## src/rtl/i2c_pkg.sv

```systemverilog
// Shared types and constants for the I2C master-side bus monitor.
// Holds the protocol FSM encoding, SDA-direction encodings and byte size.
// No logic; imported by the monitor top.
package i2c_pkg;

  typedef enum logic [1:0] {
    IDLE = 2'd0,
    ADDR = 2'd1,
    ACK  = 2'd2,
    DATA = 2'd3
  } i2c_state_e;

  localparam logic SDA_DIR_MASTER = 1'b0;
  localparam logic SDA_DIR_SLAVE  = 1'b1;

  localparam int BITS_PER_BYTE = 8;

endpackage

```

## src/rtl/i2c_bus_monitor_if.sv

```systemverilog
// Bundle of raw master-side pins and the decoded monitor outputs.
// Ports: scl_in/sda_in (raw pins) plus filtered lines, condition pulses,
// bit/byte/ack reports and the registered SDA-direction hint.
// slave modport = monitor side, master modport = pin driver / consumer side.
interface i2c_bus_monitor_if;
  logic       scl_in;
  logic       sda_in;
  logic       scl_f;
  logic       sda_f;
  logic       start_pulse;
  logic       rstart_pulse;
  logic       stop_pulse;
  logic       busy;
  logic       bit_valid;
  logic       bit_data;
  logic       byte_valid;
  logic [7:0] byte_data;
  logic       addr_byte;
  logic       rw;
  logic       ack_valid;
  logic       ack;
  logic       sda_dir;

  modport master (
    output scl_in, sda_in,
    input  scl_f, sda_f, start_pulse, rstart_pulse, stop_pulse, busy,
           bit_valid, bit_data, byte_valid, byte_data, addr_byte, rw,
           ack_valid, ack, sda_dir
  );

  modport slave (
    input  scl_in, sda_in,
    output scl_f, sda_f, start_pulse, rstart_pulse, stop_pulse, busy,
           bit_valid, bit_data, byte_valid, byte_data, addr_byte, rw,
           ack_valid, ack, sda_dir
  );
endinterface

```

## src/rtl/i2c_glitch_filter.sv

```systemverilog
// Purpose: 2-FF synchronizer plus optional stability filter for one I2C line.
// Latency: 2 + FILT_LEN clk with I2C_MON_GLITCH_FILTER_EN defined, else 2 clk.
// Backpressure: none. Ports: clk, rst (async active-low), raw_in, filt_out.
module i2c_glitch_filter #(
  parameter int FILT_LEN = 3
) (
  input  logic clk,
  input  logic rst,
  input  logic raw_in,
  output logic filt_out
);

  logic sync1_q, sync1_d;
  logic sync2_q, sync2_d;

  always_comb begin
    sync1_d = raw_in;
    sync2_d = sync1_q;
  end

  // Idle I2C lines are high, so the synchronizer resets to 1.
  always_ff @(posedge clk or negedge rst) begin
    if (!rst) begin
      sync1_q <= 1'b1;
      sync2_q <= 1'b1;
    end else begin
      sync1_q <= sync1_d;
      sync2_q <= sync2_d;
    end
  end

`ifdef I2C_MON_GLITCH_FILTER_EN
  logic       filt_q, filt_d;
  logic [3:0] cnt_q, cnt_d;

  // Counter measures how long the synced value has disagreed with the
  // filtered one; any agreement restarts it, so short glitches never pass.
  always_comb begin
    filt_d = filt_q;
    cnt_d  = 4'd0;
    if (sync2_q != filt_q) begin
      if (cnt_q == 4'(FILT_LEN - 1)) begin
        filt_d = sync2_q;
      end else begin
        cnt_d = cnt_q + 4'd1;
      end
    end
  end

  always_ff @(posedge clk or negedge rst) begin
    if (!rst) begin
      filt_q <= 1'b1;
      cnt_q  <= 4'd0;
    end else begin
      filt_q <= filt_d;
      cnt_q  <= cnt_d;
    end
  end

  assign filt_out = filt_q;
`else
  assign filt_out = sync2_q;

  // FILT_LEN has no effect without the filter stage.
  logic unused_filt_len;
  assign unused_filt_len = (FILT_LEN == 0);
`endif

endmodule

```

## src/rtl/i2c_bus_monitor.sv

```systemverilog
// Purpose: master-side I2C monitor: filters SCL/SDA, detects START/rSTART/STOP,
//   assembles bits/bytes/ACK, registers an SDA-direction hint for the forwarder.
// Latency: pin -> pulse 3 + FILT_LEN clk (3 clk without I2C_MON_GLITCH_FILTER_EN).
// Backpressure: none; every report is a 1-cycle pulse that must be sampled.
// Ports: clk, rst (async active-low), bus (i2c_bus_monitor_if.slave).
module i2c_bus_monitor
  import i2c_pkg::*;
#(
  parameter int FILT_LEN = 3
) (
  input  logic               clk,
  input  logic               rst,
  i2c_bus_monitor_if.slave   bus
);

  logic scl_f, sda_f;

  i2c_glitch_filter #(.FILT_LEN(FILT_LEN)) u_scl_filt (
    .clk(clk), .rst(rst), .raw_in(bus.scl_in), .filt_out(scl_f)
  );
  i2c_glitch_filter #(.FILT_LEN(FILT_LEN)) u_sda_filt (
    .clk(clk), .rst(rst), .raw_in(bus.sda_in), .filt_out(sda_f)
  );

  logic scl_p_q, scl_p_d, sda_p_q, sda_p_d;
  logic scl_rise, scl_fall, start_cond, stop_cond;

  i2c_state_e state_q, state_d;
  logic [3:0] bit_cnt_q, bit_cnt_d;
  logic [6:0] shreg_q, shreg_d;
  logic       ack_slot_q, ack_slot_d;   // ACK bit sampled, its falling edge pending
  logic       start_pulse_q, start_pulse_d, rstart_pulse_q, rstart_pulse_d;
  logic       stop_pulse_q, stop_pulse_d, busy_q, busy_d;
  logic       bit_valid_q, bit_valid_d, bit_data_q, bit_data_d;
  logic       byte_valid_q, byte_valid_d;
  logic [7:0] byte_data_q, byte_data_d;
  logic       addr_byte_q, addr_byte_d, rw_q, rw_d;
  logic       ack_valid_q, ack_valid_d, ack_q, ack_d, sda_dir_q, sda_dir_d;

  assign scl_p_d  = scl_f;
  assign sda_p_d  = sda_f;
  assign scl_rise = scl_f & ~scl_p_q;
  assign scl_fall = ~scl_f & scl_p_q;
  // Requiring SCL high in both cycles means a simultaneous SCL/SDA change is
  // treated purely as an SCL edge.
  assign start_cond = scl_f & scl_p_q & sda_p_q & ~sda_f;
  assign stop_cond  = scl_f & scl_p_q & ~sda_p_q & sda_f;

  // FSM state register
  always_ff @(posedge clk or negedge rst) begin
    if (!rst) state_q <= IDLE;
    else      state_q <= state_d;
  end

  // FSM next state
  always_comb begin
    state_d = state_q;
    if (stop_cond) begin
      state_d = IDLE;
    end else if (start_cond) begin
      state_d = ADDR;
    end else if (scl_rise) begin
      case (state_q)
        ADDR, DATA: if (bit_cnt_q == 4'(BITS_PER_BYTE - 1)) state_d = ACK;
        ACK:        state_d = DATA;
        default:    state_d = state_q;
      endcase
    end
  end

  // FSM outputs and datapath next values
  always_comb begin
    bit_cnt_d      = bit_cnt_q;
    shreg_d        = shreg_q;
    ack_slot_d     = ack_slot_q;
    start_pulse_d  = 1'b0;
    rstart_pulse_d = 1'b0;
    stop_pulse_d   = 1'b0;
    bit_valid_d    = 1'b0;
    byte_valid_d   = 1'b0;
    ack_valid_d    = 1'b0;
    busy_d         = busy_q;
    bit_data_d     = bit_data_q;
    byte_data_d    = byte_data_q;
    addr_byte_d    = addr_byte_q;
    rw_d           = rw_q;
    ack_d          = ack_q;
    sda_dir_d      = sda_dir_q;

    if (stop_cond) begin
      // Any partial byte is dropped; byte_data keeps the last complete byte.
      stop_pulse_d = 1'b1;
      busy_d       = 1'b0;
      bit_cnt_d    = 4'd0;
      shreg_d      = 7'd0;
      ack_slot_d   = 1'b0;
      sda_dir_d    = SDA_DIR_MASTER;
    end else if (start_cond) begin
      start_pulse_d  = (state_q == IDLE);
      rstart_pulse_d = (state_q != IDLE);
      busy_d         = 1'b1;
      bit_cnt_d      = 4'd0;
      shreg_d        = 7'd0;
      ack_slot_d     = 1'b0;
      sda_dir_d      = SDA_DIR_MASTER;
    end else if (state_q != IDLE) begin
      if (scl_rise) begin
        bit_valid_d = 1'b1;
        bit_data_d  = sda_f;
        if (state_q == ACK) begin
          ack_valid_d = 1'b1;
          ack_d       = sda_f;
          bit_cnt_d   = 4'd0;
          ack_slot_d  = 1'b1;
        end else begin
          shreg_d   = {shreg_q[5:0], sda_f};
          bit_cnt_d = bit_cnt_q + 4'd1;
          if (bit_cnt_q == 4'(BITS_PER_BYTE - 1)) begin
            byte_valid_d = 1'b1;
            byte_data_d  = {shreg_q, sda_f};
            addr_byte_d  = (state_q == ADDR);
            if (state_q == ADDR) rw_d = sda_f;
          end
        end
      end else if (scl_fall) begin
        if (state_q == ACK) begin
          // End of the 8th bit: the receiver of this byte drives the ACK.
          sda_dir_d = (addr_byte_q || !rw_q) ? SDA_DIR_SLAVE : SDA_DIR_MASTER;
        end else if (ack_slot_q) begin
          // End of the ACK slot: slave keeps SDA only for an acked read.
          sda_dir_d  = (rw_q && !ack_q) ? SDA_DIR_SLAVE : SDA_DIR_MASTER;
          ack_slot_d = 1'b0;
        end
      end
    end
  end

  always_ff @(posedge clk or negedge rst) begin
    if (!rst) begin
      scl_p_q        <= 1'b1;
      sda_p_q        <= 1'b1;
      bit_cnt_q      <= 4'd0;
      shreg_q        <= 7'd0;
      ack_slot_q     <= 1'b0;
      start_pulse_q  <= 1'b0;
      rstart_pulse_q <= 1'b0;
      stop_pulse_q   <= 1'b0;
      busy_q         <= 1'b0;
      bit_valid_q    <= 1'b0;
      bit_data_q     <= 1'b0;
      byte_valid_q   <= 1'b0;
      byte_data_q    <= 8'h00;
      addr_byte_q    <= 1'b0;
      rw_q           <= 1'b0;
      ack_valid_q    <= 1'b0;
      ack_q          <= 1'b1;
      sda_dir_q      <= SDA_DIR_MASTER;
    end else begin
      scl_p_q        <= scl_p_d;
      sda_p_q        <= sda_p_d;
      bit_cnt_q      <= bit_cnt_d;
      shreg_q        <= shreg_d;
      ack_slot_q     <= ack_slot_d;
      start_pulse_q  <= start_pulse_d;
      rstart_pulse_q <= rstart_pulse_d;
      stop_pulse_q   <= stop_pulse_d;
      busy_q         <= busy_d;
      bit_valid_q    <= bit_valid_d;
      bit_data_q     <= bit_data_d;
      byte_valid_q   <= byte_valid_d;
      byte_data_q    <= byte_data_d;
      addr_byte_q    <= addr_byte_d;
      rw_q           <= rw_d;
      ack_valid_q    <= ack_valid_d;
      ack_q          <= ack_d;
      sda_dir_q      <= sda_dir_d;
    end
  end

  assign bus.scl_f        = scl_f;
  assign bus.sda_f        = sda_f;
  assign bus.start_pulse  = start_pulse_q;
  assign bus.rstart_pulse = rstart_pulse_q;
  assign bus.stop_pulse   = stop_pulse_q;
  assign bus.busy         = busy_q;
  assign bus.bit_valid    = bit_valid_q;
  assign bus.bit_data     = bit_data_q;
  assign bus.byte_valid   = byte_valid_q;
  assign bus.byte_data    = byte_data_q;
  assign bus.addr_byte    = addr_byte_q;
  assign bus.rw           = rw_q;
  assign bus.ack_valid    = ack_valid_q;
  assign bus.ack          = ack_q;
  assign bus.sda_dir      = sda_dir_q;

endmodule

```

## src/flat_wrapper.sv

```systemverilog
// flat-port wrapper written by rule: the top's interface ports become plain ports
module i2c_bus_monitor_flat import i2c_pkg::*;
#(
  parameter int FILT_LEN = 3
)
  (clk, rst, bus_scl_in, bus_sda_in, bus_scl_f, bus_sda_f, bus_start_pulse, bus_rstart_pulse, bus_stop_pulse, bus_busy, bus_bit_valid, bus_bit_data, bus_byte_valid, bus_byte_data, bus_addr_byte, bus_rw, bus_ack_valid, bus_ack, bus_sda_dir);
  i2c_bus_monitor_if bus_i ();
  input  logic clk;
  input  logic rst;
  input wire logic [$bits(bus_i.scl_in)-1:0] bus_scl_in;
  input wire logic [$bits(bus_i.sda_in)-1:0] bus_sda_in;
  output wire logic [$bits(bus_i.scl_f)-1:0] bus_scl_f;
  output wire logic [$bits(bus_i.sda_f)-1:0] bus_sda_f;
  output wire logic [$bits(bus_i.start_pulse)-1:0] bus_start_pulse;
  output wire logic [$bits(bus_i.rstart_pulse)-1:0] bus_rstart_pulse;
  output wire logic [$bits(bus_i.stop_pulse)-1:0] bus_stop_pulse;
  output wire logic [$bits(bus_i.busy)-1:0] bus_busy;
  output wire logic [$bits(bus_i.bit_valid)-1:0] bus_bit_valid;
  output wire logic [$bits(bus_i.bit_data)-1:0] bus_bit_data;
  output wire logic [$bits(bus_i.byte_valid)-1:0] bus_byte_valid;
  output wire logic [$bits(bus_i.byte_data)-1:0] bus_byte_data;
  output wire logic [$bits(bus_i.addr_byte)-1:0] bus_addr_byte;
  output wire logic [$bits(bus_i.rw)-1:0] bus_rw;
  output wire logic [$bits(bus_i.ack_valid)-1:0] bus_ack_valid;
  output wire logic [$bits(bus_i.ack)-1:0] bus_ack;
  output wire logic [$bits(bus_i.sda_dir)-1:0] bus_sda_dir;
  assign bus_i.scl_in = bus_scl_in;
  assign bus_i.sda_in = bus_sda_in;
  assign bus_scl_f = bus_i.scl_f;
  assign bus_sda_f = bus_i.sda_f;
  assign bus_start_pulse = bus_i.start_pulse;
  assign bus_rstart_pulse = bus_i.rstart_pulse;
  assign bus_stop_pulse = bus_i.stop_pulse;
  assign bus_busy = bus_i.busy;
  assign bus_bit_valid = bus_i.bit_valid;
  assign bus_bit_data = bus_i.bit_data;
  assign bus_byte_valid = bus_i.byte_valid;
  assign bus_byte_data = bus_i.byte_data;
  assign bus_addr_byte = bus_i.addr_byte;
  assign bus_rw = bus_i.rw;
  assign bus_ack_valid = bus_i.ack_valid;
  assign bus_ack = bus_i.ack;
  assign bus_sda_dir = bus_i.sda_dir;
  i2c_bus_monitor #(.FILT_LEN(FILT_LEN)) u_core (.clk(clk), .rst(rst), .bus(bus_i));
endmodule
```

## config.mk

```make
export PLATFORM = sky130hd
export DESIGN_NAME = i2c_bus_monitor_flat
export DESIGN_NICKNAME = d
export VERILOG_FILES = /design/src/rtl/i2c_pkg.sv /design/src/rtl/i2c_bus_monitor_if.sv /design/src/rtl/i2c_glitch_filter.sv /design/src/rtl/i2c_bus_monitor.sv /design/src/flat_wrapper.sv
export SDC_FILE = /design/constraint.sdc
export NUM_CORES = 1
export LEC_CHECK = 0
export BUFFER_PORTS_ARGS = -buffer_cell sky130_fd_sc_hd__buf_2
export CAP_MARGIN = 0
export CORE_MARGIN = 5
export CORE_UTILIZATION = 55
export DETAILED_ROUTE_END_ITERATION = 12
export PLACE_DENSITY = 0.77
export SYNTH_ARGS = -nofsm -noshare
export SYNTH_HDL_FRONTEND = slang
export SYNTH_SLANG_ARGS = --single-unit
export TNS_END_PERCENT = 5
```

## constraint.sdc

```tcl
create_clock -name clk -period 1.95 [get_ports clk]
set_input_delay 0.195 -clock clk [delete_from_list [all_inputs] [get_ports clk]]
set_output_delay 0.195 -clock clk [all_outputs]
set_load 0.01 [all_outputs]
```

After elaboration in Yosys (flattened, before gate mapping)
Cells that the tools add are included.

Add/sub/neg operators: 1. $mul: 0. Div/mod/pow operators: 0. Order comparisons: 0. Equal/unequal tests: 9. Shift operators: 0. Mux-type cells: 53. Bitwise logic cells: 14. Reduce and logical (&&, ||, !) cells: 23.

Operator list (number): $mux 1 (38); $mux 7 (5); $mux 4 (5); $reduce_and 4->1 (3); $reduce_bool 4->1 (3); $reduce_bool 3->1 (3); $mux 2 (4); $ne 4x1->1 const B (2); $and 1x1->1 (7); $not 1->1 (7); $reduce_and 7->1 (1); $reduce_and 3->1 (2); $reduce_and 6->1 (1); $reduce_and 5->1 (1); $add 4x1->4 const B (1); $eq 2x2->1 const B (2); $eq 4x3->1 const B (1); $ne 4x4->1 const B (1); $pmux 2 s2 (1); $reduce_bool 2->1 (2); $ne 3x1->1 const B (1); $ne 3x3->1 const B (1); $eq 2x1->1 const B (1); $logic_not 1->1 (2); 5 further kinds (5).

Flip-flop bits (word level): 40. Bits in latches: 0. Bits in writable memories: 0. ROM bits: 0. Output and inout bits: 22. Logic and storage cells: 123. Memories kept: 0.

Depth between registers and ports, before layout
Depth after elaboration: 10. Depth in mapped cells: 6. Depth with buffers taken out: 6.

Cells and area by module
A second synthesis with hierarchy kept.

Cells, all modules: 143. Area total of the unflattened synthesis: 1679.1 um2.

By module, submodules not included: i2c_bus_monitor (instances 1, cells each 139, area each 1574.0 um2, seq. area each 904.6 um2); i2c_glitch_filter (instances 2, cells each 2, area each 52.6 um2, seq. area each 52.6 um2).

Least setup slack after synthesis
OpenSTA, ideal clock, no wires.

Path type: reg-to-reg. Start: reg u_core.u_scl_filt.sync2_q (netlist: u_core.u_scl_filt.filt_out). End: reg u_core.addr_byte_q (netlist: u_core.bus.addr_byte). Setup time: 125 ps. Data arrival time: 1721 ps. Path slack: 104 ps. Cell stages (with the launch flop): 6. Buffers on the path: 0. Period minus slack after synthesis: 1846 ps. Cells stage by stage: dfstp_2 > ha_1 > and2_4 > nand4b_4 > nor2_8 > mux2_4.

Cells in the longest elaborated chain, start to end: 5. Elaborated cells between the ends (all ways): 9. Classes of those cells: 8 x bitwise; 1 x reduce/logical.

Ends and longest elaborated chain: start, declared (line i2c_glitch_filter.sv:14) `logic sync2_q, sync2_d;`; start signal, assigned (line i2c_glitch_filter.sv:28) `sync2_q <= sync2_d;`; $and 1x1->1 (line i2c_bus_monitor.sv:46, i2c_bus_monitor.sv:47); $and 1x1->1 (on tied branches) (2 in series) (line i2c_bus_monitor.sv:46, i2c_bus_monitor.sv:47); $not 1->1 (no line); $reduce_and 6->1 (no line) *; end signal, assigned (line i2c_bus_monitor.sv:172) `addr_byte_q <= addr_byte_d;`; end, declared (line i2c_bus_monitor.sv:37) `logic addr_byte_q, addr_byte_d, rw_q, rw_d;`.

Every way passes the cells marked *; elsewhere a longest branch is shown, timed or not. A chain may end at the register's enable or synchronous reset.

Final worst setup path
Start: reg u_core.u_scl_filt.sync2_q (netlist: u_core.u_scl_filt.filt_out). End: reg u_core.byte_data_q[3] (netlist: u_core.bus.byte_data[3]).

Cells in the longest elaborated chain, start to end: 5. Elaborated cells between the ends (all ways): 9. Classes of those cells: 8 x bitwise; 1 x reduce/logical.

Ends and longest elaborated chain: $and 1x1->1 (line i2c_bus_monitor.sv:46, i2c_bus_monitor.sv:47); $and 1x1->1 (on tied branches) (2 in series) (line i2c_bus_monitor.sv:46, i2c_bus_monitor.sv:47); $not 1->1 (no line); $reduce_and 6->1 (no line) *; end signal, assigned (line i2c_bus_monitor.sv:171) `byte_data_q <= byte_data_d;`; end, declared (line i2c_bus_monitor.sv:36) `logic [7:0] byte_data_q, byte_data_d;`.

Marks and branches as above.

==> qor_table.md <==
| Metric | Reported |
|---|---|
| Drt first-iter violations | 50 |
| Endpoint of the worst register-to-register path | u_core.bus.byte_data[3] |
| Largest net degree at the start of global routing | 41 |
| Die height | 66.9 um |
| Row count | 20 |
| CTS tree | built |
| Maximum fanout encountered on the critical timing path | 9 |
| Resized Gates After CTS | 0 |
| Setup tns final | 0 ns |
| Number of failing setup endpoints in the final timing report | 0 |
| Worst r2r src | u_core.u_scl_filt.filt_out |
| Type of the worst setup path | flop to flop |
| Synthesized netlist cell count | 148 |
| Detail-routed net length per standard cell | 14.7 um |
| Count of buffers from port buffering | 25 |
| Die width | 66.9 um |
| Full die area | 4470 um2 |
| DRT Wirelength | 3370 um |
| Number of routed nets with antenna violations | 0 |
| Number of levels in the clock H-tree | 2 |
| Required time of the critical path | 2.19 ns |
| Dominant register cell in the synthesized netlist | sky130_fd_sc_hd__dfrtp_1 |
| Total cell area at the placement stage | 1970 um2 |
| Postcts setup bufs | 0 |
| Number of nets in the layout | 193 |
| Remaining Overflow, GRT | 0 |
| Synthesized Nets | 157 |
| Number of flops mapped to enable cells by yosys | 0 |
| Post-synth cell types | 40 |
| Library cell with the largest summed area after synthesis | sky130_fd_sc_hd__dfrtp_1 |
| Cell at the root of the clock tree | sky130_fd_sc_hd__clkbuf_4 |
| CTS sink count | 40 |
| Cells along the critical path | ha_1 > and2_4 > nand4b_4 > nor2_8 > mux2_4 |
| First-pass iteration count of the detailed router | 4 |
| Share of Yosys cell area claimed by the top area cell type | 0.464 |
| Arrival time at the worst endpoint | 2.05 ns |
| Initial antenna violation count | 0 |
| Layout cells sized above 1 | 0.346 |
| Min Clock Period, post-route | 1.81 ns |
| Total DRC errors in the routed layout | 0 |
| Clock-pin slew on the worst setup and hold paths | 0.11 ns |
| FILL cells | 252 |
| Final Cell Area | 2060 um2 |
| Commonest cells in the netlist | sky130_fd_sc_hd__dfrtp_1, sky130_fd_sc_hd__nand2_1, sky130_fd_sc_hd__a21oi_1, sky130_fd_sc_hd__nor2_1, sky130_fd_sc_hd__mux2_4 |
| Synthesized area per cell | 12.0 um2 |
| Worst reg-to-reg setup slack | 0.14 ns |
| Effective utilization at floorplan | 0.578 |
| RSZ-0062 raised after global routing | no |
| Wire length of the first global-routing pass | 5870 um |
| Startpoint kind of the worst setup timing path | flop |
| Final Non-Filler Cells | 229 |
| I/O pin count | 26 |
| Yosys synthesis warning count | 0 |
| Source-to-sink clock delay at the later pin of the worst-skew pair | 0.35 ns |
| Number of cells on the worst hold path | 0 |
| Instance count after placement with tap cells included | 218 |
| Tightest Pin Transition | 0.847 ns |
| Most used standard cell by instance count after synthesis | sky130_fd_sc_hd__dfrtp_1 |
| Slew headroom | 0.436 |
| Start point of the critical path | u_core.u_scl_filt.filt_out |
| Final number of hold-violating endpoints | 0 |
| Antenna diode count | 0 |
| Final Wtd Congestion | 0.837 |
| Sequential cell area fraction in the yosys report | 0.568 |
| Layout overhead on the synthesized area | 15.9% |
| Largest voltage drop on the vdd net | 0.418 mV |
| Detail Placement HPWL | 2470 um |
| Power per cell area | 795 nW/um2 |
| Mean number of vias per cell | 5.22 |
| Crit share post-route | 0.927 |
| Post-synthesis sequential element count | 40 |
| Async set-or-reset flop fraction in the synthesized netlist | 1.00 |
| Setup crit end kind | flop |
| Combined area of all synthesized cells | 1780 um2 |
| Leakage power of the design | 0.00104 uW |
| Top cells by area in the synthesized netlist | sky130_fd_sc_hd__dfrtp_1, sky130_fd_sc_hd__dfstp_2, sky130_fd_sc_hd__mux2_4 |
| Achievable frequency | 553 MHz |
| Status | complete, no violations |
| Worst setup path endpoint | u_core.bus.byte_data[3] |
| Vias | 1195 |
| Maximum clock path buffer count | 2 |
| Area of the core region | 3080 um2 |
| Master of the slowest instance on the critical path | sky130_fd_sc_hd__dfstp_2 |
| Number of max-cap violations | 0 |
| Highest cell delay on the worst timing path | 0.60 ns |
| HP Start | u_core.u_scl_filt.sync1_q |
| Hold_buf cts | 3 |
| Slew Viols, Final | 0 |
| Total global-route track usage | 0.182 |
| CTS Buf Count | 5 |
| Depth of the worst register-to-register path | 5 |
| HP Class | flop to flop |
| Via count of the first global-routing pass | 1231 |
| Worst clock skew | 0.00334 ns |
[cell families after synthesis]
family,Yosys count,share of synthesized area
DFF,40,0.568
AOI/OAI and AO/OA,31,0.116
buffers and inverters,10,0.0274
and+or+nand+nor,51,0.166
adders and majority gates,5,0.0352
muxes,11,0.0879
[worst max-delay path, delay by kind of cell (launching register included)]
family        cells  cell delay, ns
flops             1            0.60
simple gates      3            0.59
mux               1            0.33
fa+ha+maj         1            0.18
[how the worst min path moves through the flow]
stage | endpoint | slack [ns]
5_1_grt | u_core.u_scl_filt.filt_out | 0.37
3_5_place_dp | u_core.u_scl_filt.sync1_q | 0.30
4_1_cts | u_core.u_scl_filt.filt_out | 0.36
3_3_place_gp | u_core.u_scl_filt.sync1_q | 0.30
2_1_floorplan | u_core.ack_slot_q | -0.10
6_report | u_core.u_scl_filt.filt_out | 0.36
[where the power goes]
part / switching (uW) / internal [uW]
clock: 259 / 172
combinational: 127 / 109
sequential: 67.5 / 905
total: 453 / 1190
[sequential cells by signal, summed over array words and instances (netlist names), 2 cells and up]
name	cells
u_core.bit_cnt_q	4
u_core.state_q	2
u_core.shreg_q	7
u_core.bus.byte_data	8
[placed cells by master (no fill, tap or decap), types with 2 or more instances in the layout]
cell / instances
sky130_fd_sc_hd__a21o_1: 2
sky130_fd_sc_hd__a21oi_1: 11
sky130_fd_sc_hd__buf_2: 25
sky130_fd_sc_hd__buf_4: 5
sky130_fd_sc_hd__clkbuf_4: 5
sky130_fd_sc_hd__clkinv_2: 2
sky130_fd_sc_hd__dfrtp_1: 33
sky130_fd_sc_hd__dfstp_2: 7
sky130_fd_sc_hd__dlygate4sd3_1: 3
sky130_fd_sc_hd__ha_1: 5
sky130_fd_sc_hd__inv_1: 6
sky130_fd_sc_hd__mux2_4: 9
sky130_fd_sc_hd__nand2_1: 21
sky130_fd_sc_hd__nand3_1: 2
sky130_fd_sc_hd__nor2_1: 11
sky130_fd_sc_hd__nor2b_1: 2
sky130_fd_sc_hd__nor3_1: 3
sky130_fd_sc_hd__o21ai_0: 7
[area by class of cell]
type	instances	area, um2	area share
clock buffer	6	51.3	0.0249
multi-input combinational	98	721	0.350
sequential	40	1010	0.490
inverter	6	22.5	0.0109
clock inverter	2	10.0	0.00485
tap	44	55.1	0.0267
timing repair buffer	33	193	0.0934
[stage by stage]
stage	hold WS [ns]	total power (uW)	utilization	setup slack, ns
final	0.363	1640	0.670	0.143
after global routing	0.374	1750	0.670	0.0393
after CTS	0.365	1660	0.670	0.136
after detailed placement	0.302	1220	0.640	0.153
after global placement	0.300	1210	0.640	0.221
after floorplan	-0.101	1130	-	0.104
[routing by layer]
| layer | routed length (um) | track usage | vias up |
|---|---|---|---|
| met1 | 1540 | 0.228 | 582 |
| met2 | 1600 | 0.286 | 23 |
| met3 | 163 | 0.0556 | 7 |
| met4 | 70 | 0.0835 | 0 |
| met5 | 0 | 0 | - |
| li1 | - | - | 583 |
Note: power is estimated with default switching activity, not from simulation.
